--- src/rtl/pc_redirect_controller_if.sv ---
// rtl/pc_redirect_controller_if.sv - PC update request and control bundle
// master = redirect controller, slave = pipeline datapath side
interface pc_redirect_controller_if #(
  parameter int CNT_W = 16
);
  logic             MEM_branch_taken;
  logic             load_use_stall;
  logic             ID_jump;
  logic             ID_jr;
  logic             halt_req;
  logic [1:0]       PCSrc;
  logic             JumpPCSrc;
  logic             PCWre;
  logic             IF_ID_Wre;
  logic             IF_ID_Flush;
  logic             ID_EX_Flush;
  logic             EX_MEM_Flush;
  logic             halted;
  logic [1:0]       state;
  logic [CNT_W-1:0] stall_cnt;
  logic [CNT_W-1:0] flush_cnt;

  modport master (
    input  MEM_branch_taken, load_use_stall, ID_jump, ID_jr, halt_req,
    output PCSrc, JumpPCSrc, PCWre, IF_ID_Wre, IF_ID_Flush, ID_EX_Flush,
           EX_MEM_Flush, halted, state, stall_cnt, flush_cnt
  );

  modport slave (
    output MEM_branch_taken, load_use_stall, ID_jump, ID_jr, halt_req,
    input  PCSrc, JumpPCSrc, PCWre, IF_ID_Wre, IF_ID_Flush, ID_EX_Flush,
           EX_MEM_Flush, halted, state, stall_cnt, flush_cnt
  );
endinterface

--- src/rtl/pc_redirect_controller.sv ---
// rtl/pc_redirect_controller.sv - PC source arbitration, halt drain FSM, event counters
// Controls are combinational from registered state and current requests.
module pc_redirect_controller #(
  parameter int DRAIN_CYCLES = 3,
  parameter int CNT_W        = 16
) (
  input  logic                    Clk,
  input  logic                    Reset,
  pc_redirect_controller_if.master bus
);

  typedef enum logic [1:0] {
    RUN   = 2'd0,
    DRAIN = 2'd1,
    HALT  = 2'd2
  } state_t;

  state_t           state_q, state_d;
  logic [3:0]       drain_q, drain_d;
  logic [CNT_W-1:0] stall_q, flush_q;
  logic             stall_inc, flush_inc;

  always_ff @(posedge Clk) begin
    if (Reset) begin
      state_q <= RUN;
      drain_q <= '0;
      stall_q <= '0;
      flush_q <= '0;
    end else begin
      state_q <= state_d;
      drain_q <= drain_d;
      if (stall_inc && (stall_q != '1)) stall_q <= stall_q + CNT_W'(1);
      if (flush_inc && (flush_q != '1)) flush_q <= flush_q + CNT_W'(1);
    end
  end

  always_comb begin
    bus.PCSrc        = 2'd0;
    bus.JumpPCSrc    = 1'b1;
    bus.PCWre        = 1'b1;
    bus.IF_ID_Wre    = 1'b1;
    bus.IF_ID_Flush  = 1'b0;
    bus.ID_EX_Flush  = 1'b0;
    bus.EX_MEM_Flush = 1'b0;
    state_d          = state_q;
    drain_d          = drain_q;
    stall_inc        = 1'b0;
    flush_inc        = 1'b0;

    if (Reset) begin
      bus.PCWre        = 1'b0;
      bus.IF_ID_Wre    = 1'b0;
      bus.IF_ID_Flush  = 1'b1;
      bus.ID_EX_Flush  = 1'b1;
      bus.EX_MEM_Flush = 1'b1;
    end else begin
      unique case (state_q)
        RUN: begin
          // A taken branch means everything younger is wrong-path, so it beats all.
          if (bus.MEM_branch_taken) begin
            bus.PCSrc        = 2'd1;
            bus.IF_ID_Flush  = 1'b1;
            bus.ID_EX_Flush  = 1'b1;
            bus.EX_MEM_Flush = 1'b1;
            flush_inc        = 1'b1;
          end else if (bus.load_use_stall) begin
            bus.PCWre       = 1'b0;
            bus.IF_ID_Wre   = 1'b0;
            bus.ID_EX_Flush = 1'b1;
            stall_inc       = 1'b1;
          end else if (bus.ID_jump || bus.ID_jr) begin
            bus.PCSrc       = 2'd2;
            bus.JumpPCSrc   = bus.ID_jump;
            bus.IF_ID_Flush = 1'b1;
          end else if (bus.halt_req) begin
            bus.PCWre       = 1'b0;
            bus.IF_ID_Flush = 1'b1;
            state_d         = DRAIN;
            drain_d         = 4'(DRAIN_CYCLES);
          end
        end
        DRAIN: begin
          // An older branch still in flight cancels the halt and redirects.
          if (bus.MEM_branch_taken) begin
            bus.PCSrc        = 2'd1;
            bus.IF_ID_Flush  = 1'b1;
            bus.ID_EX_Flush  = 1'b1;
            bus.EX_MEM_Flush = 1'b1;
            flush_inc        = 1'b1;
            state_d          = RUN;
            drain_d          = '0;
          end else begin
            bus.PCWre     = 1'b0;
            bus.IF_ID_Wre = 1'b0;
            drain_d       = drain_q - 4'd1;
            if (drain_q == 4'd1) state_d = HALT;
          end
        end
        HALT: begin
          bus.PCWre     = 1'b0;
          bus.IF_ID_Wre = 1'b0;
        end
        default: begin
          state_d = RUN;
          drain_d = '0;
        end
      endcase
    end
  end

  assign bus.state     = state_q;
  assign bus.halted    = (state_q == HALT);
  assign bus.stall_cnt = stall_q;
  assign bus.flush_cnt = flush_q;

endmodule

--- src/flat_wrapper.sv ---
// flat-port wrapper written by rule: the top's interface ports become plain ports
module pc_redirect_controller_flat 
#(
  parameter int DRAIN_CYCLES = 3,
  parameter int CNT_W        = 16
)
  (Clk, Reset, bus_MEM_branch_taken, bus_load_use_stall, bus_ID_jump, bus_ID_jr, bus_halt_req, bus_PCSrc, bus_JumpPCSrc, bus_PCWre, bus_IF_ID_Wre, bus_IF_ID_Flush, bus_ID_EX_Flush, bus_EX_MEM_Flush, bus_halted, bus_state, bus_stall_cnt, bus_flush_cnt);
  pc_redirect_controller_if #(.CNT_W(CNT_W)) bus_i ();
  input  logic Clk;
  input  logic Reset;
  input wire logic [$bits(bus_i.MEM_branch_taken)-1:0] bus_MEM_branch_taken;
  input wire logic [$bits(bus_i.load_use_stall)-1:0] bus_load_use_stall;
  input wire logic [$bits(bus_i.ID_jump)-1:0] bus_ID_jump;
  input wire logic [$bits(bus_i.ID_jr)-1:0] bus_ID_jr;
  input wire logic [$bits(bus_i.halt_req)-1:0] bus_halt_req;
  output wire logic [$bits(bus_i.PCSrc)-1:0] bus_PCSrc;
  output wire logic [$bits(bus_i.JumpPCSrc)-1:0] bus_JumpPCSrc;
  output wire logic [$bits(bus_i.PCWre)-1:0] bus_PCWre;
  output wire logic [$bits(bus_i.IF_ID_Wre)-1:0] bus_IF_ID_Wre;
  output wire logic [$bits(bus_i.IF_ID_Flush)-1:0] bus_IF_ID_Flush;
  output wire logic [$bits(bus_i.ID_EX_Flush)-1:0] bus_ID_EX_Flush;
  output wire logic [$bits(bus_i.EX_MEM_Flush)-1:0] bus_EX_MEM_Flush;
  output wire logic [$bits(bus_i.halted)-1:0] bus_halted;
  output wire logic [$bits(bus_i.state)-1:0] bus_state;
  output wire logic [$bits(bus_i.stall_cnt)-1:0] bus_stall_cnt;
  output wire logic [$bits(bus_i.flush_cnt)-1:0] bus_flush_cnt;
  assign bus_i.MEM_branch_taken = bus_MEM_branch_taken;
  assign bus_i.load_use_stall = bus_load_use_stall;
  assign bus_i.ID_jump = bus_ID_jump;
  assign bus_i.ID_jr = bus_ID_jr;
  assign bus_i.halt_req = bus_halt_req;
  assign bus_PCSrc = bus_i.PCSrc;
  assign bus_JumpPCSrc = bus_i.JumpPCSrc;
  assign bus_PCWre = bus_i.PCWre;
  assign bus_IF_ID_Wre = bus_i.IF_ID_Wre;
  assign bus_IF_ID_Flush = bus_i.IF_ID_Flush;
  assign bus_ID_EX_Flush = bus_i.ID_EX_Flush;
  assign bus_EX_MEM_Flush = bus_i.EX_MEM_Flush;
  assign bus_halted = bus_i.halted;
  assign bus_state = bus_i.state;
  assign bus_stall_cnt = bus_i.stall_cnt;
  assign bus_flush_cnt = bus_i.flush_cnt;
  pc_redirect_controller #(.DRAIN_CYCLES(DRAIN_CYCLES), .CNT_W(CNT_W)) u_core (.Clk(Clk), .Reset(Reset), .bus(bus_i));
endmodule
--- config.mk ---
export PLATFORM = sky130hd
export DESIGN_NAME = pc_redirect_controller_flat
export DESIGN_NICKNAME = d
export VERILOG_FILES = /design/src/rtl/pc_redirect_controller_if.sv /design/src/rtl/pc_redirect_controller.sv /design/src/flat_wrapper.sv
export SDC_FILE = /design/constraint.sdc
export NUM_CORES = 1
export LEC_CHECK = 0
export ABC_AREA = 1
export CAP_MARGIN = 20
export CORE_ASPECT_RATIO = 0.9
export CORE_MARGIN = 5
export CORE_UTILIZATION = 25
export DETAILED_ROUTE_END_ITERATION = 10
export PLACE_DENSITY_LB_ADDON = 0.12
export SYNTH_ARGS = -nofsm -noshare
export SYNTH_HDL_FRONTEND = slang
export SYNTH_SLANG_ARGS = --single-unit
--- constraint.sdc ---
create_clock -name Clk -period 1.8 [get_ports Clk]
set_input_delay 0.36 -clock Clk [delete_from_list [all_inputs] [get_ports Clk]]
set_output_delay 0.36 -clock Clk [all_outputs]
set_load 0.05 [all_outputs]
==> impl_metrics.ini, run 1 <==
[min_path]
hold_path.startpoint = u_core.drain_q[1]
timing.hold.worst_path_depth = 2
hold-path-endpoint = u_core.drain_q[1]
hp-class = register to register

[logic_synthesis]
synthesis.nets = 386
synth_area_leaders = dfxtp_1 33%, nand2_1 22%, nor2_1 7.4%
synth_largest_area_cell = dfxtp_1
synth_seq_area_share_pct = 32.8
syn_inst = 375
yosys.cell_types.count = 25
synth.ff_latch_count = 38
post_synth.cell_area_avg_um2 = 6.19
yosysWarningCount = 0
proportion_of_netlist_area_held_by_the_largest_area_contributor_pct = 32.8
syn_area_um2 = 2320

[worst_setup_path]
r2r-start = u_core.bus.flush_cnt[0]
worstSetupPathType = register to primary output
r2r.worst_path.cells = 9
capturing_element_type_of_the_critical_path = primary output
worstReg2RegEnd = u_core.bus.flush_cnt[0]
maximum_fanout_along_the_worst_path = 4
critPathArrivalTime_ns = 1.39
worst_setup_path_start_kind = register
critPathRequiredTime_ns = 1.44
rrSetupSlack_ns = 0.19

[pwr]
peakVddDrop_mv = 0.271
p_leak_nw = 1.44
power.density_nw_per_um2 = 536
fin_total_pwr_w = 0.00186

[clock_tree]
clkTransAtPathRegs_ns = 0.08
root_buffer_selected_by_cts = clkbuf_8
clkSinkCount = 38
cts_buffer_depth = 2
tritoncts = built
cts-buffers-inserted = 5
insertion_delay_ns = 0.30
cts_hold_repair.buffers = 0
htree_levels = 2

[finish]
area_growth_pct = 49.6
num_antenna_cells = 0
finalInstanceArea_um2 = 3470
layout.core_utilization_pct = 38.3
final_layout_size_suffix_gt1_share_pct = 27.6
fill_cells = 969
finish.net_count = 477

[outcome]
run_status = finished, final reports clean

[global_routing]
grt_pass1_wl_mm = 11.7
global_route.overflow_total = 0
grt_max_degree = 17
vias_in_the_first_global_route = 2431
antenna_found_initial = 0
grtUsageTotal_pct = 12.4

[drt]
antenna_violating_nets_post_route = 0
initialDrtViolationCount = 131
routed_wirelength_mm = 6.99
post_drt_wl_per_cell_um = 11.9
post-route-drc-count = 0
route.vias.total = 2641
detail_route.first_pass.iterations = 4
post_drt_via_cell_ratio = 4.48

[run]
timing.max_cap.violations = 0

[sta]
final.setup_skew_ns = 0.0123
finalWorstSetupSlack_ns = 0.0482
unrepaired_setup_endpoints_after_global_routing = false
whs_ns = 0.482
timing.final.setup_violations = 0
period_minus_slack_ns = 1.75
worstMarginPinSlew_ns = 0.295
period_share_pct = 97.3
report.final.hold_viol_count = 0
maxSlewViolCount = 0
fmax_ghz = 0.571
worst_slew_margin_rel_pct = 80.4

[die]
floorplan.die.width_um = 112
rows = 33
design.die.area_um2 = 11300
top_level_ports = 50
core_region_area_um2 = 9080
floorplan.initialDensity_pct = 25.6
die_height_um = 101

[placed_design]
place_area_um2 = 3270
gp_congestion = 0.797
place.port_buffers = 49
hpwl_mm = 5.27
pre_cts_setup_slack_ns = -0.171
## flip-flops by register name (all words and copies together), names as in the netlist
name / cells
u_core.bus.flush_cnt: 16
u_core.bus.stall_cnt: 16
u_core.bus.state: 2
u_core.drain_q: 4
## worst max-delay path, cell delays in order (launching register included)
cell and delay (ns):
dfxtp_4 0.36, buf_4 0.15, nor2_4 0.16, nor2_2 0.07, o21ai_2 0.16, nor2_2 0.05
buf_6 0.15
## synth_stat cells, drive strengths merged
cell / n
a211oi: 1
nand2: 136
xnor2: 8
buf: 4
clkinv: 1
a2111oi: 1
a21oi: 32
inv: 41
dfxtp: 38
nand3b: 1
nand3: 15
ha: 4
nor2: 51
xor2: 5
nor3: 5
nand4: 13
o21ai: 15
clkbuf: 4
## how the worst max path moves through the flow
stage	endpoint	cells past startpoint	from
2_1_floorplan	u_core.bus.stall_cnt[1]	9	u_core.bus.stall_cnt[1]
3_3_place_gp	bus_ID_EX_Flush	5	Reset
3_5_place_dp	bus_ID_EX_Flush	5	Reset
4_1_cts	bus_PCSrc[0]	5	Reset
5_1_grt	bus_PCWre	6	u_core.bus.state[1]
6_report	bus_PCWre	6	u_core.bus.state[0]
## through the flow
step                      setup TNS, ns  cells
after detailed placement          -1.41    577
after global routing                  0    589
after CTS                       -0.0774    588
after global placement            -1.42    577
after floorplan                       0    375
final                                 0    589
## placed cells by master, fill, tap and decap left out, types with 2 or more instances in the layout
master and n:
buf_4 73, nand2_1 133, nor2_4 3, ha_1 3
a21oi_1 31, nor2_2 7, xnor2_1 8, dlygate4sd2_1 3
dfxtp_1 30, dfxtp_4 3, nor3_1 3, inv_1 35
xor2_1 5, nor2_1 41, nand4_1 13, inv_2 6
clkbuf_8 8, dlymetal6s2s_1 2, o21ai_0 13, nand2_2 2
dfxtp_2 5, nand3_1 14, buf_6 3, buf_12 9
## power breakdown
part / internal [W] / leakage (nW) / switching [W]
clock network: 0.000388 / 0.0575 / 0.000335
logic: 0.000114 / 1.07 / 0.000166
registers: 0.000848 / 0.311 / 0.0000108
## area by class of cell
| cell class | count | area (um2) | area share (%) |
|---|---|---|---|
| inverters | 42 | 158 | 4.54 |
| clock buffers | 8 | 110 | 3.17 |
| repair buffers | 92 | 848 | 24.4 |
| multi-input cells | 287 | 1430 | 41.1 |
| well taps | 122 | 153 | 4.39 |
| flip-flops and latches | 38 | 778 | 22.4 |
## metal layers
metal	vias to the layer above	GRT usage, %	routed length (um)
met2	56	20.3	3240
met4	0	3.37	47
met1	1208	17.0	3390
met5	-	0	0
li1	1373	-	-
met3	4	2.33	304
## timing repair
action,in CTS,in global routing
gates resized for setup,17,9
buffers inserted,4,1
setup endpoints to repair,8,20
pin swaps,3,3
## cell families after synthesis
logic type      count (synthesis)  synth area share (%)
simple gates                  221                  39.8
buf+inv                        50                  9.05
compound gates                 49                  11.3
flops                          38                  32.8
xor+xnor                       13                  4.90
fa+ha+maj                       4                  2.16
No activity file was read; power rests on OpenSTA's default activity.
==> run 2, diff against run 1 <==
--- a/config.mk
+++ b/config.mk
@@ -11,6 +11,8 @@
 export CORE_MARGIN = 5
 export CORE_UTILIZATION = 25
 export DETAILED_ROUTE_END_ITERATION = 10
+export GPL_TIMING_DRIVEN = 0
+export MAX_ROUTING_LAYER = met4
 export PLACE_DENSITY_LB_ADDON = 0.12
 export SYNTH_ARGS = -nofsm -noshare
 export SYNTH_HDL_FRONTEND = slang
==> impl_metrics.ini, run 2 (synthesis gave the netlist of run 1 again) <==
[die]
rows = 33
design.die.area_um2 = 11300
floorplan.die.width_um = 112
core_region_area_um2 = 9080
die_height_um = 101
top_level_ports = 50
floorplan.initialDensity_pct = 25.6

[clock_tree]
clkSinkCount = 38
cts_hold_repair.buffers = 0
insertion_delay_ns = 0.29
htree_levels = 2
clkTransAtPathRegs_ns = 0.07
cts-buffers-inserted = 5
root_buffer_selected_by_cts = clkbuf_8
cts_buffer_depth = 2
tritoncts = built

[pwr]
peakVddDrop_mv = 0.262
p_leak_nw = 1.30
power.density_nw_per_um2 = 566

[worst_setup_path]
critPathArrivalTime_ns = 1.37
capturing_element_type_of_the_critical_path = primary output
worst_setup_path_start_kind = input port
worstSetupPathType = input port to primary output
critPathRequiredTime_ns = 1.44
maximum_fanout_along_the_worst_path = 4

[drt]
route.vias.total = 2501
detail_route.first_pass.iterations = 4
post_drt_via_cell_ratio = 4.47
post-route-drc-count = 0
antenna_violating_nets_post_route = 0
post_drt_wl_per_cell_um = 11.8
initialDrtViolationCount = 86
routed_wirelength_mm = 6.61

[finish]
num_antenna_cells = 0
mostFrequentLayoutCell = nand2_1
final_layout_size_suffix_gt1_share_pct = 16.2
finish.net_count = 448
fill_cells = 1043
most-common-layout-cells = 132 x nand2_1, 41 x nor2_1, 37 x dlygate4sd2_1
area_growth_pct = 36.5

[min_path]
hp-class = register to register

[sta]
timing.final.setup_violations = 0
period_share_pct = 96.0
worstMarginPinSlew_ns = 0.561
fmax_ghz = 0.579
maxSlewViolCount = 0
finalWorstSetupSlack_ns = 0.0728
worst_slew_margin_rel_pct = 62.6
final.setup_skew_ns = 0.0136
unrepaired_setup_endpoints_after_global_routing = false
period_minus_slack_ns = 1.73
report.final.hold_viol_count = 0
whs_ns = 0.464

[global_routing]
grt_max_degree = 12
antenna_found_initial = 0
grtUsageTotal_pct = 12.3
vias_in_the_first_global_route = 2348
grt_pass1_wl_mm = 11.2
global_route.overflow_total = 0

[run]
timing.max_cap.violations = 0

[placed_design]
place.port_buffers = 49
hpwl_mm = 5.01
pre_cts_setup_slack_ns = -1.01
gp_congestion = 0.810

[outcome]
run_status = finished, final reports clean
run 2: cell types whose count changed in the layout (fill, tap and decap cells not counted), moves of 2 or more:
cell | previous run | this run
buf_12 | 9 | 0
buf_2 | 0 | 4
buf_4 | 73 | 9
buf_6 | 3 | 5
clkbuf_1 | 0 | 3
dfxtp_1 | 30 | 26
dfxtp_2 | 5 | 10
dlygate4sd2_1 | 3 | 37
nand2_2 | 2 | 4
run 2: cell type report:
cell class                 instances  area (um2)  area share [%]
inverter                          42         158            4.97
sequential                        38         781            24.6
multi-input combinational        287        1440            45.5
clock buffer                       8         110            3.47
timing repair buffer              55         469            14.8
buffer                             8        56.3            1.78
tap                              122         153            4.82
run 2: power by group:
group          total [W]  leakage [nW]  internal, W  switching [W]
Clock           0.000706        0.0575     0.000388       0.000319
Sequential      0.000862         0.313     0.000849      0.0000125
Combinational   0.000226         0.931    0.0000706       0.000155
Total            0.00179          1.30      0.00131       0.000487
run 2: timing repair:
item	CTS	global route
pin swaps	5	5
gates resized for setup	99	20
endpoints found under the setup margin	64	26
buffers inserted	3	3
run 2: critical path, stage by stage:
cell and delay [ns]:
dlygate4sd2_1 0.30, inv_2 0.10, nand2_2 0.10, a2111oi_4 0.29
buf_6 0.20
run 2: metal layers:
layer,share of wire (%),GRT usage [%],up-vias
met3,3.4,2.15,7
li1,-,-,1315
met4,0.98,3.37,0
met2,45,19.4,48
met1,51,16.5,1131
met5,0,-,-
run 2: through the flow:
| step | area, um2 | utilization [%] | TNS, ns | cells | total power [W] |
|---|---|---|---|---|---|
| final | 3170 | 34.9 | 0 | 560 | 0.00179 |
| after global routing | 3170 | 34.9 | 0 | 560 | 0.00188 |
| after CTS | 3100 | 34.2 | 0 | 557 | 0.00181 |
| after detailed placement | 3010 | 33.1 | -16.63 | 546 | 0.00110 |
| after global placement | 3010 | 33.1 | -16.42 | 546 | 0.00110 |
| after floorplan | 2370 | - | 0 | 375 | 0.00102 |
run 2: worst paths after layout:
check | from | to | slack, ns | depth (start not counted)
worst max register to register | u_core.bus.stall_cnt[0] | u_core.bus.stall_cnt[12] | 0.17 | 9
worst min register to register | u_core.drain_q[1] | u_core.drain_q[1] | 0.46 | 2
worst max-delay path | Reset | bus_PCSrc[1] | 0.07 | 5
worst min-delay path | u_core.drain_q[1] | u_core.drain_q[1] | 0.46 | 2
